**src/rtl/gh_player_pkg.sv**
```systemverilog
// Purpose: shared types and colour-compare helpers for the lane sampler.
// Latency: n/a (declarations and pure functions only).
// Backpressure: n/a.
package gh_player_pkg;

    localparam int RGB_W = 24;
    localparam int CH_W  = 8;

    // Strum pulse generator states.
    typedef enum logic [1:0] {
        IDLE = 2'd0,
        ACT  = 2'd1,
        GAP  = 2'd2
    } strum_state_t;

    // Per-lane detector state.
    typedef struct packed {
        logic             state;
        logic [3:0]       dcnt;
        logic             got;
        logic [RGB_W-1:0] samp;
    } lane_state_t;

    function automatic logic [CH_W-1:0] ch_r(input logic [RGB_W-1:0] c);
        return c[23:16];
    endfunction

    function automatic logic [CH_W-1:0] ch_g(input logic [RGB_W-1:0] c);
        return c[15:8];
    endfunction

    function automatic logic [CH_W-1:0] ch_b(input logic [RGB_W-1:0] c);
        return c[7:0];
    endfunction

    // True when every channel of a is at or above the matching channel of b.
    function automatic logic ge_all(input logic [RGB_W-1:0] a, input logic [RGB_W-1:0] b);
        return (ch_r(a) >= ch_r(b)) && (ch_g(a) >= ch_g(b)) && (ch_b(a) >= ch_b(b));
    endfunction

    // True when every channel of a is at or below the matching channel of b.
    function automatic logic le_all(input logic [RGB_W-1:0] a, input logic [RGB_W-1:0] b);
        return (ch_r(a) <= ch_r(b)) && (ch_g(a) <= ch_g(b)) && (ch_b(a) <= ch_b(b));
    endfunction

endpackage

```
**src/rtl/gh_lane_detect.sv**
```systemverilog
// Purpose: one lane - capture the pixel at (pos_x,pos_y), colour hysteresis, frame debounce.
// Latency: capture registered on the pixel cycle; state commits on the vsync-edge cycle.
// Backpressure: none; follows the pixel stream unconditionally.
// Ports: clk/rst_n; commit = vsync edge; vde/rgb/x/y = pixel stream and raster position;
//        pos_x/pos_y/on_thr/off_thr = lane config; state_nxt = state after this cycle,
//        press = 0->1 transition committing this cycle, got = pixel captured this frame.
module gh_lane_detect
    import gh_player_pkg::*;
#(
    parameter int X_W      = 11,
    parameter int Y_W      = 10,
    parameter int DEBOUNCE = 1
) (
    input  logic             clk,
    input  logic             rst_n,
    input  logic             commit,
    input  logic             vde,
    input  logic [RGB_W-1:0] rgb,
    input  logic [X_W-1:0]   x,
    input  logic [Y_W-1:0]   y,
    input  logic [X_W-1:0]   pos_x,
    input  logic [Y_W-1:0]   pos_y,
    input  logic [RGB_W-1:0] on_thr,
    input  logic [RGB_W-1:0] off_thr,
    output logic             state_nxt,
    output logic             press,
    output logic             got
);

    localparam logic [3:0] DEB4 = 4'(DEBOUNCE);

    lane_state_t ls, ls_nxt;
    logic        cand;
    logic        hit;

    assign hit = vde && (x == pos_x) && (y == pos_y);

    always_comb begin
        ls_nxt = ls;
        cand   = ls.state;
        press  = 1'b0;
        if (commit) begin
            // Commit wins over a coincident capture: the new frame starts empty.
            ls_nxt.got = 1'b0;
            if (ls.got) begin
                if (!ls.state) cand = ge_all(ls.samp, on_thr);
                else           cand = !le_all(ls.samp, off_thr);
                if (cand != ls.state) begin
                    if (ls.dcnt + 4'd1 == DEB4) begin
                        ls_nxt.state = cand;
                        ls_nxt.dcnt  = 4'd0;
                        press        = cand;
                    end else begin
                        ls_nxt.dcnt = ls.dcnt + 4'd1;
                    end
                end else begin
                    ls_nxt.dcnt = 4'd0;
                end
            end
        end else if (hit) begin
            ls_nxt.got  = 1'b1;
            ls_nxt.samp = rgb;
        end
    end

    always_ff @(posedge clk or negedge rst_n) begin
        if (!rst_n) ls <= '0;
        else        ls <= ls_nxt;
    end

    assign state_nxt = ls_nxt.state;
    assign got       = ls.got;

endmodule

```
**src/rtl/gh_lane_sampler.sv**
```systemverilog
// Purpose: N-lane fret/strum sampler from a video stream with a frame-delay buffer.
// Latency: outputs update one cycle after the vsync rising edge, delayed by delay_i frames.
// Backpressure: none; en_i only gates frets_o/strum_o, internal state always runs.
// Ports: CLK/RST_N; en_i output gate; vsync_i/hsync_i/vde_i/rgb_i pixel stream;
//        pos_x_i/pos_y_i/on_thr_i/off_thr_i packed per-lane config; delay_i frames of delay;
//        strum_time_i strum length in frames; frets_o/strum_o delayed result; valid_o lane captures.
module gh_lane_sampler
    import gh_player_pkg::*;
#(
    parameter  int N_LANES   = 5,
    parameter  int MAX_DELAY = 32,
    parameter  int X_W       = 11,
    parameter  int Y_W       = 10,
    parameter  int DEBOUNCE  = 1,
    localparam int DLY_W     = $clog2(MAX_DELAY)
) (
    input  logic                     CLK,
    input  logic                     RST_N,
    input  logic                     en_i,
    input  logic                     vsync_i,
    input  logic                     hsync_i,
    input  logic                     vde_i,
    input  logic [RGB_W-1:0]         rgb_i,
    input  logic [N_LANES*X_W-1:0]   pos_x_i,
    input  logic [N_LANES*Y_W-1:0]   pos_y_i,
    input  logic [N_LANES*RGB_W-1:0] on_thr_i,
    input  logic [N_LANES*RGB_W-1:0] off_thr_i,
    input  logic [DLY_W-1:0]         delay_i,
    input  logic [3:0]               strum_time_i,
    output logic [N_LANES-1:0]       frets_o,
    output logic                     strum_o,
    output logic [N_LANES-1:0]       valid_o
);

    // Sync edge detection and raster position.
    logic vsync_q, hsync_q, vde_q;
    logic vs_edge, hs_edge, vde_fall;
    logic [X_W-1:0] x_cnt;
    logic [Y_W-1:0] y_cnt;

    assign vs_edge  = vsync_i & ~vsync_q;
    assign hs_edge  = hsync_i & ~hsync_q;
    assign vde_fall = vde_q & ~vde_i;

    always_ff @(posedge CLK or negedge RST_N) begin
        if (!RST_N) begin
            vsync_q <= 1'b0;
            hsync_q <= 1'b0;
            vde_q   <= 1'b0;
            x_cnt   <= '0;
            y_cnt   <= '0;
        end else begin
            vsync_q <= vsync_i;
            hsync_q <= hsync_i;
            vde_q   <= vde_i;
            if (hs_edge)    x_cnt <= '0;
            else if (vde_i) x_cnt <= x_cnt + X_W'(1);
            if (vs_edge)       y_cnt <= '0;
            else if (vde_fall) y_cnt <= y_cnt + Y_W'(1);
        end
    end

    // Lanes.
    logic [N_LANES-1:0] lane_nxt, lane_press, lane_got;

    for (genvar k = 0; k < N_LANES; k++) begin : g_lane
        gh_lane_detect #(
            .X_W      (X_W),
            .Y_W      (Y_W),
            .DEBOUNCE (DEBOUNCE)
        ) u_lane (
            .clk       (CLK),
            .rst_n     (RST_N),
            .commit    (vs_edge),
            .vde       (vde_i),
            .rgb       (rgb_i),
            .x         (x_cnt),
            .y         (y_cnt),
            .pos_x     (pos_x_i[k*X_W +: X_W]),
            .pos_y     (pos_y_i[k*Y_W +: Y_W]),
            .on_thr    (on_thr_i[k*RGB_W +: RGB_W]),
            .off_thr   (off_thr_i[k*RGB_W +: RGB_W]),
            .state_nxt (lane_nxt[k]),
            .press     (lane_press[k]),
            .got       (lane_got[k])
        );
    end

    // Strum FSM, advancing only on frame commits.
    strum_state_t st_q, st_d;
    logic [3:0]   scnt_q, scnt_d;
    logic [3:0]   strum_len;
    logic         any_press;

    assign strum_len = (strum_time_i == 4'd0) ? 4'd1 : strum_time_i;
    assign any_press = |lane_press;

    always_comb begin
        st_d   = st_q;
        scnt_d = scnt_q;
        if (vs_edge) begin
            case (st_q)
                IDLE: begin
                    if (any_press) begin
                        st_d   = ACT;
                        scnt_d = strum_len;
                    end
                end
                ACT: begin
                    // A fresh press re-triggers via a one-frame low gap.
                    if (any_press)            st_d   = GAP;
                    else if (scnt_q == 4'd1)  st_d   = IDLE;
                    else                      scnt_d = scnt_q - 4'd1;
                end
                GAP: begin
                    st_d   = ACT;
                    scnt_d = strum_len;
                end
                default: st_d = IDLE;
            endcase
        end
    end

    always_ff @(posedge CLK or negedge RST_N) begin
        if (!RST_N) begin
            st_q   <= IDLE;
            scnt_q <= 4'd0;
        end else begin
            st_q   <= st_d;
            scnt_q <= scnt_d;
        end
    end

    // Frame-indexed delay buffer. Word = {strum, frets} as committed this frame.
    logic [N_LANES:0] word;
    logic [N_LANES:0] rd_word;
    logic [N_LANES:0] dly_mem [MAX_DELAY];
    logic [DLY_W-1:0] wptr;

    assign word = {st_d == ACT, lane_nxt};
    // delay_i is never MAX_DELAY, so this read never aliases the slot being written.
    assign rd_word = dly_mem[wptr - delay_i];

    always_ff @(posedge CLK or negedge RST_N) begin
        if (!RST_N) begin
            for (int i = 0; i < MAX_DELAY; i++) dly_mem[i] <= '0;
            wptr <= '0;
        end else if (vs_edge) begin
            dly_mem[wptr] <= word;
            wptr          <= wptr + DLY_W'(1);
        end
    end

    // Output registers, loaded once per frame.
    logic [N_LANES:0]   out_word;
    logic [N_LANES-1:0] valid_q;

    always_ff @(posedge CLK or negedge RST_N) begin
        if (!RST_N) begin
            out_word <= '0;
            valid_q  <= '0;
        end else if (vs_edge) begin
            out_word <= (delay_i == '0) ? word : rd_word;
            valid_q  <= lane_got;
        end
    end

    // en_i masks fret/strum only; capture status stays visible.
    assign frets_o = en_i ? out_word[N_LANES-1:0] : '0;
    assign strum_o = en_i & out_word[N_LANES];
    assign valid_o = valid_q;

endmodule

```
**config.mk**
```make
export PLATFORM = sky130hd
export DESIGN_NAME = gh_lane_sampler
export DESIGN_NICKNAME = d
export VERILOG_FILES = /design/src/rtl/gh_player_pkg.sv /design/src/rtl/gh_lane_detect.sv /design/src/rtl/gh_lane_sampler.sv
export SDC_FILE = /design/constraint.sdc
export NUM_CORES = 1
export LEC_CHECK = 0
export BUFFER_PORTS_ARGS = -buffer_cell sky130_fd_sc_hd__buf_2
export CORE_ASPECT_RATIO = 0.8
export CORE_MARGIN = 8
export CORE_UTILIZATION = 55
export CTS_CLUSTER_DIAMETER = 40
export CTS_CLUSTER_SIZE = 16
export DETAILED_ROUTE_END_ITERATION = 10
export GPL_TIMING_DRIVEN = 1
export MAX_ROUTING_LAYER = met4
export PLACE_DENSITY = 0.78
export SLEW_MARGIN = 20
export SYNTH_ARGS = -nofsm -noshare
export SYNTH_HDL_FRONTEND = slang
export SYNTH_HIERARCHICAL = 1
export SYNTH_SLANG_ARGS = --single-unit
export TNS_END_PERCENT = 5
```
**constraint.sdc**
```tcl
create_clock -name CLK -period 10.7 [get_ports CLK]
set_input_delay 2.14 -clock CLK [delete_from_list [all_inputs] [get_ports CLK]]
set_output_delay 2.14 -clock CLK [all_outputs]
set_load 0.05 [all_outputs]
```
==> summary.txt, run 1 <==
Status
  • Status: finished, final reports clean

Place
  • PortBufs: 394
  • GPL Wtd Cong: 0.9940
  • DPL Wire Length: 57070 um

Global routing
  • GRT met3 Usage: between 3 and 4%
  • Initial antenna violation count: 6
  • Total GRT Usage: 29.01%
  • Grt total ovfl: 0
  • Largest net degree at the start of global routing: between 150 and 200
  • Met1 Resource Use GR: around two fifths
  • First-pass GRT wire length: 114000 um
  • Vias in the first global route: 19977
  • GRT Max-Usage Layer: met2
  • GR Util met2: 45.80%

STA
  • Final period utilization: 48.48%
  • Final Hold Viols: 0
  • Final setup fails: 0
  • Setup_tns: 0 ns
  • Final Max Slew Viols: 0
  • RSZ-0062 raised after global routing: false
  • Least-Margin Pin Slew: 1.073 ns
  • Fin Clk Skew: 0.03987 ns
  • Max_slew headroom: 27.81%
  • Post-route minimum period: 5.187 ns
  • Fmax: 192.8 MHz

Floorplanning
  • IO Pins: a little under 400
  • Die Y-Extent: ~200 um
  • Starting density of the core: between 50% and 60%
  • Core ar.: 44120 um^2
  • Die Span X: 251.5 um
  • Die area: slightly above 50000 um^2
  • Placement Rows: just under 70

Setup path
  • Top Family by Delay on Critical Path: simple AND/OR/NAND/NOR gates
  • Crit path largest cell delay: 0.90 ns
  • CP Capture Type: flip-flop
  • Critical path class: input port to flip-flop
  • Crit path from: on_thr_i[107]
  • CP required: 11.19 ns
  • Crit-path slowest cell: nor4_1
  • Max Fanout on Critical Path: 33
  • Worst r2r src: g_lane[4].u_lane/ls[11]
  • Crit path DAT: 5.67 ns
  • CP Buf/Inv Count: 3
  • CP Cell Sequence: buf_2 -> inv_1 -> ha_1 -> o21a_1 -> nor2_1 -> nor4_1 -> o2111ai_2 -> nor4_1 -> or4_1 -> nor2_1 -> a21oi_1 -> o32a_1 -> buf_4 -> o31ai_1 -> a31o_1
  • Startpoint type of the worst setup path: input port

CTS
  • Sink Count: 388
  • Clk Latency, worst-skew pair: ~0.60 ns
  • Post-CTS Setup Bufs: 0
  • Worst-path clk slew: 0.07 ns
  • H-tree depth: 2
  • TritonCTS clock tree: done
  • Clock buffer count from CTS: 50
  • CTS Buffer Depth: 3
  • CTS Hold Bufs: 0
  • # resized after CTS: 0
  • Root Buffer: clkbuf_16

Synthesis
  • Mapped Avg Cell Area: 10.92 um^2
  • Syn Std Cell Area: 24390 um^2
  • Mapped Cells: 2233
  • Flops & latches, synth: 388
  • Ys flop type: dfrtp_1
  • Distinct cell type count after synthesis: 67
  • Ys Warns: 6
  • Synth area leaders: dfrtp_1, ha_1, mux2_2
  • Async SR Flop Fraction: between 90% and 100%
  • Sequential fraction of the synthesis area: ~40%
  • Post-synth EDFFs: 0
  • Syn nets: 2880
  • Synth top area share: 39.80%
  • Synth area leader: dfrtp_1

Drt
  • Remaining DRCs: 0
  • Post-route ant nets: 0
  • Vias: between 15000 and 20000
  • Pre-antenna DRT Iters: 6
  • WL final: 72740 um
  • Drt wl/cell: 22.18 um
  • DR iter-0 viols: 1432
  • Via/cell ratio: 5.852

Power and ir drop
  • PD cells: 148.2 nW/um^2
  • Power, Total: 4.246 mW
  • Pleak: 15.41 nW
  • VDD IR-drop max: approximately 140 uV

Cells and area
  • Layout Nets: 3278
  • Fill cells: 3363
  • Share of cells above drive strength 1: around 28%
  • Area grow syn2layout: 17.46%

Worst hold path
  • Type of the most critical hold path: flip-flop to flip-flop
  • Hold wc startpoint: dly_mem[161]

Job
  • Maxcap violations: 0
sequential cells by signal, summed over array words and instances (netlist names):
name,count
y_cnt,10
wptr,5
valid_o,5
scnt_q,4
g_lane.u_lane/ls,145
hsync_q,1
x_cnt,11
g_lane.u_lane/got,5
vsync_q,1
st_q,2
dly_mem,192
out_word,6
vde_q,1
area by class of cell:
cell class	instances	area, um^2	share of cell area, %
multi-input cells	1537	13420	46.85
flip-flops and latches	388	9709	33.89
repair buffers	406	2088	7.288
clock buffers	60	1393	4.860
inverters	248	930.9	3.249
well taps	603	754.5	2.633
clock inverters	32	340.3	1.188
diodes	6	15.01	0.05240
Yosys cell counts (all sizes together), types with 14 or more instances:
master	number
nor4	34
o21ai	98
inv	248
xnor2	21
nand4	47
and2	17
o211ai	20
nand2b	17
nand2	150
a21o	14
buf	28
a21oi	106
dfrtp	388
nand3	50
mux2i	17
mux4	48
xor2	113
mux2	265
nor2	86
nor2b	30
o2111ai	15
clkbuf	32
ha	262
cell usage in the layout (no fill, tap or decap), types with 19 or more instances in the layout:
master,synthesis,layout
xor2_1,113,113
dfrtp_1,388,388
o211ai_1,20,20
buf_2,9,393
clkbuf_16,0,53
ha_1,262,262
a21oi_1,106,106
xnor2_1,19,19
nand2_1,150,150
inv_1,247,247
nand3_1,50,50
mux4_2,47,47
nor4_1,34,33
nand4_1,47,47
mux2_2,163,163
o21ai_1,24,24
mux2_1,89,89
nor2_1,81,81
nor2b_1,30,30
o21ai_0,73,72
worst register-to-register path: cells and delay by family, from the launching register on:
kind / cells / cell delay [ns]
AO/OA/AOI/OAI: 6 / 1.00
flip-flops: 1 / 0.42
AND/OR/NAND/NOR: 5 / 1.80
adder cells (fa/ha/maj): 1 / 0.30
buffers and inverters: 1 / 0.35
where the power goes:
group / internal [mW] / switching, mW
Sequential: 1.51 / 0.0672
Combinational: 0.392 / 0.546
Clock: 1.03 / 0.703
Total: 2.93 / 1.32
stage by stage:
stage | area, um^2 | hold WS [ns] | setup WS [ns] | utilization [%] | instances
final | 28650 | 0.4834 | 5.513 | 64.95 | 3280
after global routing | 28650 | 0.4952 | 5.346 | 64.95 | 3280
after CTS | 28630 | 0.4871 | 5.592 | 64.89 | 3274
after detailed placement | 26900 | 0.4701 | 4.988 | 60.97 | 3182
after global placement | 26890 | 0.4617 | 4.961 | 60.96 | 3182
after floorplan | 24390 | 0.4503 | 5.431 | - | 2233
cells by family after synthesis:
group / share of synthesized area (%)
AOI/OAI and AO/OA: 9.530
xor gates and xnor gates: 4.873
adders and majority gates: 13.52
buffers and inverters: 5.283
DFF: 39.80
muxes: 17.58
and+or+nand+nor: 9.417
final timing paths:
path | end | slack (ns) | cells past startpoint
setup / recovery | out_word[5] | 5.51 | 15
max in group asynchronous | dly_mem[31] | 7.78 | 2
min in group asynchronous | x_cnt[8] | 1.52 | 1
hold / removal | dly_mem[161] | 0.48 | 2
hold reg to reg | dly_mem[161] | 0.48 | 2
setup reg to reg | out_word[5] | 6.75 | 13
routing by layer:
metal	routed length, um	up-vias
met1	31760	9530
met2	34190	718
met5	0	-
met3	4216	164
li1	-	8782
met4	2577	0
No activity file was read; power rests on OpenSTA's default activity.
==> run 2: changes to the inputs <==
Settings changed: ABC_AREA from default to 1, CORE_UTILIZATION 55 to 53.
Clock period 10.7 ns to 4.25 ns, I/O delays scaled along.
==> run 2 against run 1 <==
  * Count of clock-buffer cells in the layout shrank 4
  * Synthesized cell count increased by 59%
  * Synthesized area rose by 7.2%
  * Sequential power rose to 2.6 times the previous value
  * Design area is 4.9% higher
  * Combinational power grew to 3.9 times the previous value
  * Flip-flop and latch count is the same
  * Die area is 10% higher
  * Register-to-register slack lost 5.6 ns
==> summary.txt, run 2 <==
Status
  • Status: finished, final reports clean

STA
  • Final Hold Viols: 0 (unchanged)
  • Worst setup margin: 1.111 ns (-4.403 ns)
  • RSZ-0062 raised after global routing: false
  • Post-route minimum period: 3.139 ns
  • Fin Clk Skew: 0.04128 ns (+0.001415 ns)
  • Final Max Slew Viols: 0 (unchanged)
  • Max_slew headroom: 30.36% (+2.5 points)
  • Fmax: 318.5 MHz
  • Setup_tns: 0 ns (unchanged)
  • Least-Margin Pin Slew: 1.038 ns (-0.03472 ns)
  • Final setup fails: 0 (unchanged)
  • Final period utilization: 73.87%

Drt
  • Post-route ant nets: 0 (unchanged)
  • Via/cell ratio: 5.454 (-6.8%)
  • Pre-antenna DRT Iters: 8 (+2)
  • Drt wl/cell: 17.85 um (-20%)
  • WL final: 81600 um (+12%)
  • DR iter-0 viols: 2476 (+73%)
  • Remaining DRCs: 0 (unchanged)
  • Vias: 24931 (+30%)

CTS
  • Sink Count: 388 (unchanged)
  • H-tree depth: 2 (unchanged)
  • Clock buffer count from CTS: 49 (-2.0%)
  • Root Buffer: clkbuf_16
  • CTS Hold Bufs: 0 (unchanged)
  • Post-CTS Setup Bufs: 0 (unchanged)
  • TritonCTS clock tree: done
  • CTS Buffer Depth: 3 (unchanged)
  • Clk Latency, worst-skew pair: 0.59 ns (about the same)
  • Worst-path clk slew: 0.07 ns (about the same)
  • # resized after CTS: 0 (unchanged)

Power and ir drop
  • PD cells: 398.0 nW/um^2 (+170%)
  • Pleak: 16.85 nW (+9.3%)
  • VDD IR-drop max: 540.2 uV (+300%)

Synthesis
  • Ys flop type: dfrtp_1
  • Post-synth EDFFs: 0 (unchanged)
  • Synth area leader: dfrtp_1
  • Synth top area share: 37.12% (-2.7 points)
  • Ys Warns: 6 (unchanged)
  • Syn Std Cell Area: 26150 um^2 (+7.2%)
  • Synth area leaders: dfrtp_1, nand2_1, ha_1
  • Most numerous cell in the Yosys netlist: nand2_1
  • Sequential fraction of the synthesis area: 37.12% (-2.7 points)
  • Mapped Avg Cell Area: 7.357 um^2 (-33%)
  • Syn nets: 4202 (+46%)
  • Top cells by count, synth: nand2_1, inv_1, dfrtp_1
  • Async SR Flop Fraction: 100.0% (unchanged)
  • Mapped Cells: 3555 (+59%)
  • Distinct cell type count after synthesis: 41 (-39%)
  • Flops & latches, synth: 388 (unchanged)

Setup path
  • Crit path DAT: 3.67 ns (-2.00 ns)
  • Worst R2R Path Depth: 12 (-1)
  • Critical Path Stages: 12 (-3)
  • Max Fanout on Critical Path: 31 (-6.1%)
  • Crit path top cell by count: nand2_1
  • Crit-path slowest cell: clkinv_1
  • Critical path class: flip-flop to flip-flop
  • Crit path largest cell delay: 0.80 ns (-0.10 ns)
  • CP Buf/Inv Count: 2 (-1)
  • CP Capture Type: flip-flop
  • Top Family by Delay on Critical Path: buffers and inverters
  • CP Cell Sequence: ha_1 -> nand2_1 -> nor2_1 -> nand4_1 -> nand3_1 -> nand3_1 -> o21ai_0 -> buf_4 -> clkinv_1 -> a21oi_1 -> nand2_1 -> nand2_1
  • CP required: 4.78 ns (-6.41 ns)
  • Startpoint type of the worst setup path: flip-flop

Worst hold path
  • Type of the most critical hold path: input port to async pin

Cells and area
  • Finished Core Util: 61.90% (-3.0 points)
  • Share of cells above drive strength 1: 14.67% (-13 points)
  • Largest register by flop count: dly_mem
  • Top flop regs: dly_mem x192, g_lane.u_lane/ls x145, x_cnt x11
  • Area grow syn2layout: 14.93%
  • Commonest non-fill, non-tap cell in the layout: nand2_1
  • Layout Nets: 4543 (+39%)
  • Most frequent cells in the layout: nand2_1, inv_1, buf_2, dfrtp_1, ha_1
  • Max FFs per register: 192 (unchanged)

Global routing
  • Grt total ovfl: 0 (unchanged)
  • Vias in the first global route: 24094 (+21%)
  • Largest net degree at the start of global routing: 119 (-35%)
  • First-pass GRT wire length: 130000 um (+14%)
  • Total GRT Usage: 28.97% (-0.036 points)
  • Initial antenna violation count: 7 (+1)

Place
  • Dpl ws: 0.7008 ns (-4.287 ns)
  • PortBufs: 394 (unchanged)
  • DPL Wire Length: 61590 um (+7.9%)
  • GPL Wtd Cong: 0.9626 (-3.2%)

Job
  • Maxcap violations: 0 (unchanged)

Floorplanning
  • Starting density of the core: 53.86% (-1.4 points)
  • Core ar.: 48560 um^2 (+10%)
  • Die area: 56760 um^2 (+10%)
  • IO Pins: 395 (unchanged)
  • Die Span X: 264.4 um (+5.1%)
  • Placement Rows: 72 (+4.3%)
  • Die Y-Extent: 214.7 um (+5.0%)
==> run 2: final timing paths <==
kind                                          from  slack, ns                       to
hold / removal                               RST_N       0.38  g_lane[1].u_lane/ls[17]
setup / recovery           g_lane[2].u_lane/ls[23]       1.11              out_word[2]
hold reg to reg                         valid_o[0]       0.47               valid_o[0]
max in group asynchronous                    RST_N       2.92  g_lane[0].u_lane/ls[20]
min in group CLK                           vsync_i       0.39                  vsync_q
setup reg to reg           g_lane[2].u_lane/ls[23]       1.11              out_word[2]
==> run 2: area by class of cell <==
| class | count | area [um^2] |
|---|---|---|
| clock inverters | 33 | 359.1 |
| well taps | 629 | 787.0 |
| inverters | 506 | 1902 |
| repair buffers | 426 | 2272 |
| fillers | 4352 | 18500 |
| diodes | 8 | 20.02 |
| multi-input cells | 2525 | 13720 |
| flip-flops and latches | 388 | 9709 |
| clock buffers | 56 | 1294 |
==> run 2: kinds of logic after synthesis <==
kind of cell | after synthesis | synth area share, %
and+or+nand+nor | 1739 | 28.27
buffers and inverters | 642 | 10.52
AOI/OAI and AO/OA | 476 | 9.874
DFF | 388 | 37.12
adders and majority gates | 263 | 12.61
xor gates and xnor gates | 47 | 1.603
==> run 2: power breakdown <==
| group | leakage, nW | internal, mW | switching (mW) | total (mW) |
|---|---|---|---|---|
| Combinational | 10.7 | 1.13 | 2.54 | 3.67 |
| Clock | 0.799 | 2.38 | 1.80 | 4.18 |
| Sequential | 5.35 | 3.92 | 0.190 | 4.11 |
| Total | 16.9 | 7.43 | 4.53 | 12.0 |
==> run 2: layer usage <==
metal	track usage (%)	wire length, um	part of all wire, %	up-vias
met1	39.48	35900	44	11538
met4	9.615	2526	3.1	0
met2	42.43	35160	43	1092
met3	6.619	8006	9.8	179
li1	-	-	-	12122
met5	-	0	0	-
==> run 2: metrics by stage <==
stage	hold WS, ns	instances	power (mW)	area (um^2)
floorplan	0.4419	3555	6.693	26150
global placement	0.4520	4474	7.693	28380
detailed placement	0.4536	4474	7.740	28380
CTS	0.3629	4563	11.93	30030
global route	0.3674	4570	12.60	30060
finish	0.3777	4571	11.96	30060
